===== config.mk =====
export PLATFORM = sky130hd
export DESIGN_NAME = load_unit
export DESIGN_NICKNAME = d
export VERILOG_FILES = /design/src/rtl/load_unit.sv
export SDC_FILE = /design/constraint.sdc
export NUM_CORES = 1
export LEC_CHECK = 0
export ABC_AREA = 1
export CAP_MARGIN = 20
export CORE_UTILIZATION = 44
export CTS_CLUSTER_DIAMETER = 60
export DETAILED_ROUTE_END_ITERATION = 16
export PLACE_DENSITY = 0.8
export SLEW_MARGIN = 25
export SYNTH_ARGS = -nofsm -noshare
export SYNTH_HDL_FRONTEND = slang
export SYNTH_SLANG_ARGS = --single-unit

===== constraint.sdc =====
create_clock -name i_aclk -period 1.76 [get_ports i_aclk]
set_input_delay 0.352 -clock i_aclk [delete_from_list [all_inputs] [get_ports i_aclk]]
set_output_delay 0.352 -clock i_aclk [all_outputs]
set_load 0.005 [all_outputs]

===== src/rtl/load_unit.sv =====
// -----------------------------------------------------------------------------
// load_unit
//   Memory-stage load unit placed directly in front of the data cache.
//   It accepts one load from execute per handshake and issues a word-aligned
//   request to the cache. It waits for the returned word, then extracts and
//   extends the byte, halfword or word. The result is offered to writeback
//   with valid/ready backpressure.
//   Misaligned loads and unsupported funct3 encodings never reach the cache.
//   Instead they raise a one-cycle exception pulse carrying the byte address.
//
// Ports
//   i_aclk, i_areset          clock, synchronous active-high reset
//   i_valid/o_ready           execute handshake; i_addr, i_funct3, i_rd payload
//   o_req/o_addr              word-aligned cache request, held until i_dvalid
//   i_dvalid/i_data           cache return
//   o_valid/i_ready           writeback handshake; o_rd, o_wdata payload
//   o_exc/o_exc_addr          illegal-load pulse and offending byte address
//
// DATA_SIZE mirrors the multicore_pkg data width (32).
// -----------------------------------------------------------------------------
module load_unit #(
  parameter int ADDR_SIZE = 32,
  parameter int DATA_SIZE = 32
) (
  input  logic                 i_aclk,
  input  logic                 i_areset,
  input  logic                 i_valid,
  output logic                 o_ready,
  input  logic [ADDR_SIZE-1:0] i_addr,
  input  logic [2:0]           i_funct3,
  input  logic [4:0]           i_rd,
  output logic                 o_req,
  output logic [ADDR_SIZE-1:0] o_addr,
  input  logic                 i_dvalid,
  input  logic [DATA_SIZE-1:0] i_data,
  output logic                 o_valid,
  input  logic                 i_ready,
  output logic [4:0]           o_rd,
  output logic [DATA_SIZE-1:0] o_wdata,
  output logic                 o_exc,
  output logic [ADDR_SIZE-1:0] o_exc_addr
);

  typedef enum logic [1:0] {
    IDLE = 2'd0,
    WAIT = 2'd1,
    HOLD = 2'd2
  } state_t;

  localparam logic [2:0] F3_LB  = 3'b000;
  localparam logic [2:0] F3_LH  = 3'b001;
  localparam logic [2:0] F3_LW  = 3'b010;
  localparam logic [2:0] F3_LBU = 3'b100;
  localparam logic [2:0] F3_LHU = 3'b101;

  state_t      state_r;
  logic [1:0]  offset_r;   // byte offset within the word of the pending load
  logic [2:0]  funct3_r;   // load type of the pending load
  logic        illegal_s;

  // Unsupported encodings and any access not naturally aligned are illegal.
  function automatic logic load_illegal(input logic [2:0] funct3,
                                        input logic [1:0] offset);
    logic bad;
    case (funct3)
      F3_LB, F3_LBU: bad = 1'b0;
      F3_LH, F3_LHU: bad = offset[0];
      F3_LW:         bad = (offset != 2'b00);
      default:       bad = 1'b1;
    endcase
    return bad;
  endfunction

  // Little-endian lane select followed by sign or zero extension.
  function automatic logic [DATA_SIZE-1:0] load_extract(input logic [2:0]           funct3,
                                                        input logic [1:0]           offset,
                                                        input logic [DATA_SIZE-1:0] data);
    logic [7:0]           byte_v;
    logic [15:0]          half_v;
    logic [DATA_SIZE-1:0] result;
    case (offset)
      2'b00:   byte_v = data[7:0];
      2'b01:   byte_v = data[15:8];
      2'b10:   byte_v = data[23:16];
      2'b11:   byte_v = data[31:24];
      default: byte_v = 8'h00;
    endcase
    if (offset[1]) begin
      half_v = data[31:16];
    end else begin
      half_v = data[15:0];
    end
    case (funct3)
      F3_LB:   result = {{(DATA_SIZE-8){byte_v[7]}}, byte_v};
      F3_LBU:  result = {{(DATA_SIZE-8){1'b0}}, byte_v};
      F3_LH:   result = {{(DATA_SIZE-16){half_v[15]}}, half_v};
      F3_LHU:  result = {{(DATA_SIZE-16){1'b0}}, half_v};
      F3_LW:   result = data;
      default: result = {DATA_SIZE{1'b0}};
    endcase
    return result;
  endfunction

  assign illegal_s = load_illegal(i_funct3, i_addr[1:0]);

  // Execute may only hand over a load while the unit is idle.
  assign o_ready = (state_r == IDLE);

  // Load sequencing FSM with all outputs registered.
  always_ff @(posedge i_aclk) begin
    if (i_areset) begin
      state_r    <= IDLE;
      offset_r   <= 2'b00;
      funct3_r   <= 3'b000;
      o_req      <= 1'b0;
      o_addr     <= {ADDR_SIZE{1'b0}};
      o_valid    <= 1'b0;
      o_wdata    <= {DATA_SIZE{1'b0}};
      o_rd       <= 5'd0;
      o_exc      <= 1'b0;
      o_exc_addr <= {ADDR_SIZE{1'b0}};
    end else begin
      // The exception is a single-cycle pulse unless re-armed below.
      o_exc <= 1'b0;
      case (state_r)
        IDLE: begin
          if (i_valid) begin
            if (illegal_s) begin
              o_exc      <= 1'b1;
              o_exc_addr <= i_addr;
            end else begin
              offset_r <= i_addr[1:0];
              funct3_r <= i_funct3;
              o_rd     <= i_rd;
              o_req    <= 1'b1;
              o_addr   <= {i_addr[ADDR_SIZE-1:2], 2'b00};
              state_r  <= WAIT;
            end
          end
        end
        WAIT: begin
          if (i_dvalid) begin
            o_req   <= 1'b0;
            o_wdata <= load_extract(funct3_r, offset_r, i_data);
            o_valid <= 1'b1;
            state_r <= HOLD;
          end
        end
        HOLD: begin
          if (i_ready) begin
            o_valid <= 1'b0;
            state_r <= IDLE;
          end
        end
        default: begin
          o_req   <= 1'b0;
          o_valid <= 1'b0;
          state_r <= IDLE;
        end
      endcase
    end
  end

endmodule


Word level (Yosys, flattened, before mapping)
Index checks and enable logic that the tools add are counted.
W data, S select, Z words.
{"block": "word_totals", "regBits": 109, "latchBits": 0, "mem_bits_rw": 0, "mem_bits_ro": 0, "in_bits": 77, "word_cells": 62, "mem_count": 0}
{"block": "classes", "add_sub_neg": 0, "mul": 0, "n_div": 0, "n_lt_le_gt_ge": 0, "n_eq_ne": 17, "shifts": 0, "n_mux": 17, "bitwise": 4, "reduce_logical": 14}
{"operator": "$pmux W32 S5", "count": 1}
{"operator": "$pmux W8 S4", "count": 1}
{"operator": "$mux W16", "count": 1}
{"operator": "$eq A3 B3 Y1 const B", "count": 4}
{"operator": "$pmux W1 S3", "count": 3}
{"operator": "$reduce_and A3 Y1", "count": 3}
{"operator": "$mux W2", "count": 4}
{"operator": "$ne A2 B2 Y1 const B", "count": 4}
{"operator": "$reduce_and A4 Y1", "count": 2}
{"operator": "$eq A2 B2 Y1 const B", "count": 3}
{"operator": "$eq A3 B1 Y1 const B", "count": 2}
{"operator": "$eq A3 B2 Y1 const B", "count": 2}
{"operator": "$logic_not A3 Y1", "count": 2}
{"operator": "$mux W1", "count": 6}
{"operator": "$pmux W2 S3", "count": 1}
{"operator": "$eq A2 B1 Y1 const B", "count": 2}
{"operator": "$logic_not A2 Y1", "count": 2}
{"operator": "$not A1 Y1", "count": 4}
{"operator": "$reduce_or A2 Y1", "count": 2}
{"operator": "$reduce_or A3 Y1", "count": 1}
{"operator": "$reduce_and A2 Y1", "count": 1}
{"operator": "$reduce_bool A2 Y1", "count": 1}

Depth between registers and ports, before layout
Gate-level depths: netlist (run 1).
{"block": "depth", "depth_word": 6, "ltp_mapped": 10}

Worst setup path after synthesis (run 1)
No wires, ideal clock.
{"block": "synth_timing", "path_kind": "register to register", "startpoint": "register offset_r[0]", "endpoint": "register o_wdata[21]", "arrival_time_ns": 1.136, "setup_slack_ns": 0.482, "path_stages_with_launch": 11, "path_buffers": 1, "synth_period_minus_slack_ns": 1.278, "cell_sequence": "dfxtp_1 -> inv_2 -> nand2_2 -> nand2_1 -> nand2_1 -> nand2_2 -> nand2_4 -> buf_6 -> nand3_2 -> nand2_1 -> a21oi_2"}
{"block": "synth_between", "elab_chain_len": 3, "elab_cells_between_ends": 6, "cone_classes": "eq/ne: 3; mux: 2; reduce/logical: 1"}
{"element": "start, declared", "line": "57", "text": "logic [1:0] offset_r;"}
{"element": "start signal, assigned", "line": "132", "text": "offset_r <= i_addr[1:0];"}
{"element": "$eq A2 B2 Y1 (tied with other cells)", "line": "81", "text": "case (offset)"}
{"element": "$pmux W8 S4 *", "line": "81"}
{"element": "$pmux W32 S5 *", "line": "93", "text": "case (funct3)"}
{"element": "end signal, assigned", "line": "118", "text": "o_wdata <= {DATA_SIZE{1'b0}};"}
{"element": "end signal, assigned", "line": "144", "text": "o_wdata <= load_extract(funct3_r, offset_r, i_data);"}
{"element": "end, declared", "line": "39", "text": "output logic [DATA_SIZE-1:0] o_wdata,"}
Mark *: on every way between the ends. The rest lies on a longest branch, timed or not.
A chain may end at the register's enable or synchronous reset.

Worst setup path in the final report (run 1)
{"block": "layout_timing", "startpoint": "register state_r[0]", "endpoint": "output port o_ready"}
{"block": "layout_between", "elab_chain_len": 1}
{"element": "start, declared", "line": "56", "text": "state_t state_r;"}
{"element": "start signal, assigned", "line": "112", "text": "state_r <= IDLE;"}
{"element": "start signal, assigned", "line": "137", "text": "state_r <= WAIT;"}
{"element": "start signal, assigned", "line": "146", "text": "state_r <= HOLD;"}
{"element": "$logic_not A2 Y1", "line": "107", "text": "assign o_ready = (state_r == IDLE);"}
{"element": "end, declared", "line": "28", "text": "output logic o_ready,"}
Every way passes these cells.

==> flow_summary.json, run 1 <==
{
  "die_y_um": 106,
  "post-route-util_pct": 66.5,
  "period_share_pct": 97.5,
  "insertion_delay_ns": 0.37,
  "power.static_leakage_nw": 2.85,
  "fin_cells": 975,
  "grt_pass1_wl_mm": 23.7,
  "dp_worst_setup_slack_ns": -0.218,
  "total_vias_in_the_final_route": 4957,
  "clock-skew-final_ns": 0.00599,
  "cts_inserted_buffers": 9,
  "vdd_drop_max_mv": 0.606,
  "status": "finished clean",
  "rsz_0062_raised_after_global_routing": "no",
  "finalNetCount": 912,
  "globalRouteTotalUtil_pct": 26.8,
  "synth-warning-count": 0,
  "grt_start_max_net_pins": 57,
  "power_switching_mw": 1.56,
  "final.hold.worst_slack_ns": 0.469,
  "design_power_total_mw": 5.38,
  "synthesis.area_per_instance_um2": 7.22,
  "share_of_synthesized_area_occupied_by_flip_flops_and_latches_pct": 45.6,
  "die_w_um": 106,
  "worst_min_delay_path_class": "flop to flop",
  "cts_tree": "yes",
  "via_count_of_the_first_global_routing_pass": 4894,
  "worstSetupStartpointType": "flop",
  "maxCapViolations": 0,
  "post-place-cells": 959,
  "initial_antenna_violation_count": 0,
  "combPwrFrac_pct": 23.6,
  "worst-path-max-fanout": 4,
  "critPathSlowestCell": "sky130_fd_sc_hd__clkdlybuf4s50_1",
  "drive_above_1_share_pct": 11.9,
  "synth.lib_cells_used.distinct": 25,
  "synth.ff_latch_count": 109,
  "routed_via_density": 5.08,
  "grt_overflow_total": 0,
  "diodes": 0,
  "final.setup.tns_ns": 0,
  "floorplan.initialDensity_pct": 45.9,
  "htree_levels": 3,
  "power_frac_seq_pct": 50.4,
  "final_antenna_net_count": 0,
  "worstPathCellList": "nor2_2, clkdlybuf4s50_1",
  "slowest_cell_delay_on_critical_path_ns": 0.51,
  "holdBufCountCts": 0,
  "timing.setup.critical_path_class": "flop to output pin",
  "drt-total-wl_mm": 14.6,
  "tightestPinTransition_ns": 0.533,
  "synth_top_area_share_pct": 45.6,
  "placed_cell_area_mm2": 0.00674,
  "design.portCount": 182,
  "hpwl_mm": 10.8,
  "crit_path_end_kind": "output pin",
  "power.density_mw_per_mm2": 777,
  "path_clk_slew_ns": 0.10,
  "fill_cells": 879,
  "place_congestion": 0.890,
  "post_synth_main_area_contributors": "sky130_fd_sc_hd__dfxtp_1 (46%), sky130_fd_sc_hd__nor2_1 (14%), sky130_fd_sc_hd__nand2_1 (12%), sky130_fd_sc_hd__o21ai_0 (4.8%), sky130_fd_sc_hd__nand3_2 (4.2%)",
  "max_freq_mhz": 583,
  "synthesis.area_mm2": 0.00478,
  "fin_ws_ns": 0.0434,
  "timing.reg2reg.worst_path_depth": 9,
  "clock-sinks": 109,
  "die_area_mm2": 0.0113,
  "data_required_critical_path_ns": 1.41,
  "internal-power_mw": 3.82,
  "initialDrtViolationCount": 154,
  "post-route-cell-area_mm2": 0.00693,
  "clock_tree.root_cell": "sky130_fd_sc_hd__clkbuf_8",
  "area_delta_synth_final_pct": 44.9,
  "setup_viol_count_final": 0,
  "timing_hold_violations_final": 0,
  "maxSlewViolCount": 0,
  "syn_inst": 662,
  "portBuffers": 179,
  "detail_route.first_pass.iterations": 5,
  "worst_hold_path.num_cells": 2,
  "drc_errors": 0,
  "core.rowCount": 37,
  "power_frac_clock_pct": 26.0,
  "synth_top_area_cell": "sky130_fd_sc_hd__dfxtp_1",
  "routed_wire_length_per_instance_um": 15.0,
  "arrival_time_reported_for_the_critical_path_endpoint_ns": 1.36,
  "final_period_minus_worst_setup_slack_ns": 1.72,
  "p_sw_share_pct": 29.0,
  "slew-limit-headroom_pct": 64.4,
  "clock_path_buffers": 2,
  "design.core.area_mm2": 0.0104
}
-- cell usage after synthesis (all sizes together) --
library cell / number
nand3: 29
o21ai: 82
o211ai: 7
a21oi: 44
buf: 30
nand3b: 1
dfxtp: 109
nand2: 152
inv: 18
conb: 1
nor2: 177
clkbuf: 11
o21bai: 1
-- path summary, 6_finish.rpt --
path,from,end,slack [ns]
max,state_r[0]$_SDFFE_PP0P_,o_ready,0.04
min,o_valid$_SDFFE_PP0P_,o_valid$_SDFFE_PP0P_,0.47
max reg2reg,offset_r[1]$_SDFFE_PP0P_,o_wdata[7]$_SDFFE_PP0P_,0.17
min reg2reg,o_valid$_SDFFE_PP0P_,o_valid$_SDFFE_PP0P_,0.47
-- power groups by stage --
stage               registers, mW  clock network [mW]  logic, mW
floorplan                    2.77                   0      0.585
global placement             2.76                   0       1.23
detailed placement           2.77                   0       1.25
CTS                          2.71                1.43       1.26
global route                 2.74                1.53       1.39
finish                       2.71                1.40       1.27
-- timing repair --
action	CTS	global route
setup buffers	1	0
resized for setup	0	2
pin swaps	1	0
endpoints found under the setup margin	1	3
hold endpoints to repair	0	0
-- state kept, by name, indices dropped and copies added, names as in the netlist, 2 cells and up --
register    count
funct3_r        3
o_addr         30
state_r         2
o_exc_addr     32
o_rd            5
offset_r        2
o_wdata        32
-- placed cells by master (no fill, tap or decap), types with 2 or more instances in the layout --
cell type,instances
sky130_fd_sc_hd__buf_12,4
sky130_fd_sc_hd__a21oi_1,23
sky130_fd_sc_hd__o21ai_0,46
sky130_fd_sc_hd__clkbuf_8,10
sky130_fd_sc_hd__nand2_2,3
sky130_fd_sc_hd__o211ai_1,7
sky130_fd_sc_hd__conb_1,2
sky130_fd_sc_hd__nor2_1,173
sky130_fd_sc_hd__nand3_1,8
sky130_fd_sc_hd__a21oi_2,20
sky130_fd_sc_hd__inv_1,8
sky130_fd_sc_hd__nor2_2,3
sky130_fd_sc_hd__dfxtp_1,108
sky130_fd_sc_hd__buf_4,19
sky130_fd_sc_hd__nand3_2,20
sky130_fd_sc_hd__inv_2,10
sky130_fd_sc_hd__o21ai_1,36
sky130_fd_sc_hd__clkinv_4,2
sky130_fd_sc_hd__clkdlybuf4s50_1,178
sky130_fd_sc_hd__nand2_1,148
sky130_fd_sc_hd__clkinv_2,2
-- cells by family after synthesis --
| kind of cell | synth area share (%) |
|---|---|
| other cells | 0.0784 |
| simple gates | 32.0 |
| compound gates | 16.1 |
| buf+inv | 6.20 |
| flops | 45.6 |
-- layer usage --
metal,track usage [%],part of all wire (%)
met4,11.5,2.4
met3,8.40,9.3
met1,31.3,41
met5,0,0
met2,44.9,47
-- final cells by class --
class	instances	area, µm²	area share, %
repair buffers	202	2010	29.0
clock inverters	5	36.3	0.524
clock buffers	10	138	1.99
inverters	18	67.6	0.975
multi-input cells	495	2320	33.5
well taps	136	170	2.46
flip-flops and latches	109	2180	31.5
-- critical path: cells and delay by family, from the launching register on --
| family | cells | cell delay (ns) |
|---|---|---|
| AND/OR/NAND/NOR | 1 | 0.13 |
| buffers and inverters | 1 | 0.51 |
| flip-flops | 1 | 0.36 |
(Power assumes the default switching activity.)
==> run 2: changes to the inputs <==
--- a/config.mk
+++ b/config.mk
@@ -6,7 +6,6 @@
 export NUM_CORES = 1
 export LEC_CHECK = 0
 export ABC_AREA = 1
-export CAP_MARGIN = 20
 export CORE_UTILIZATION = 44
 export CTS_CLUSTER_DIAMETER = 60
 export DETAILED_ROUTE_END_ITERATION = 16
==> results of run 2 <==
Same layout as run 1: the final DEF is identical, and so are final timing and power.
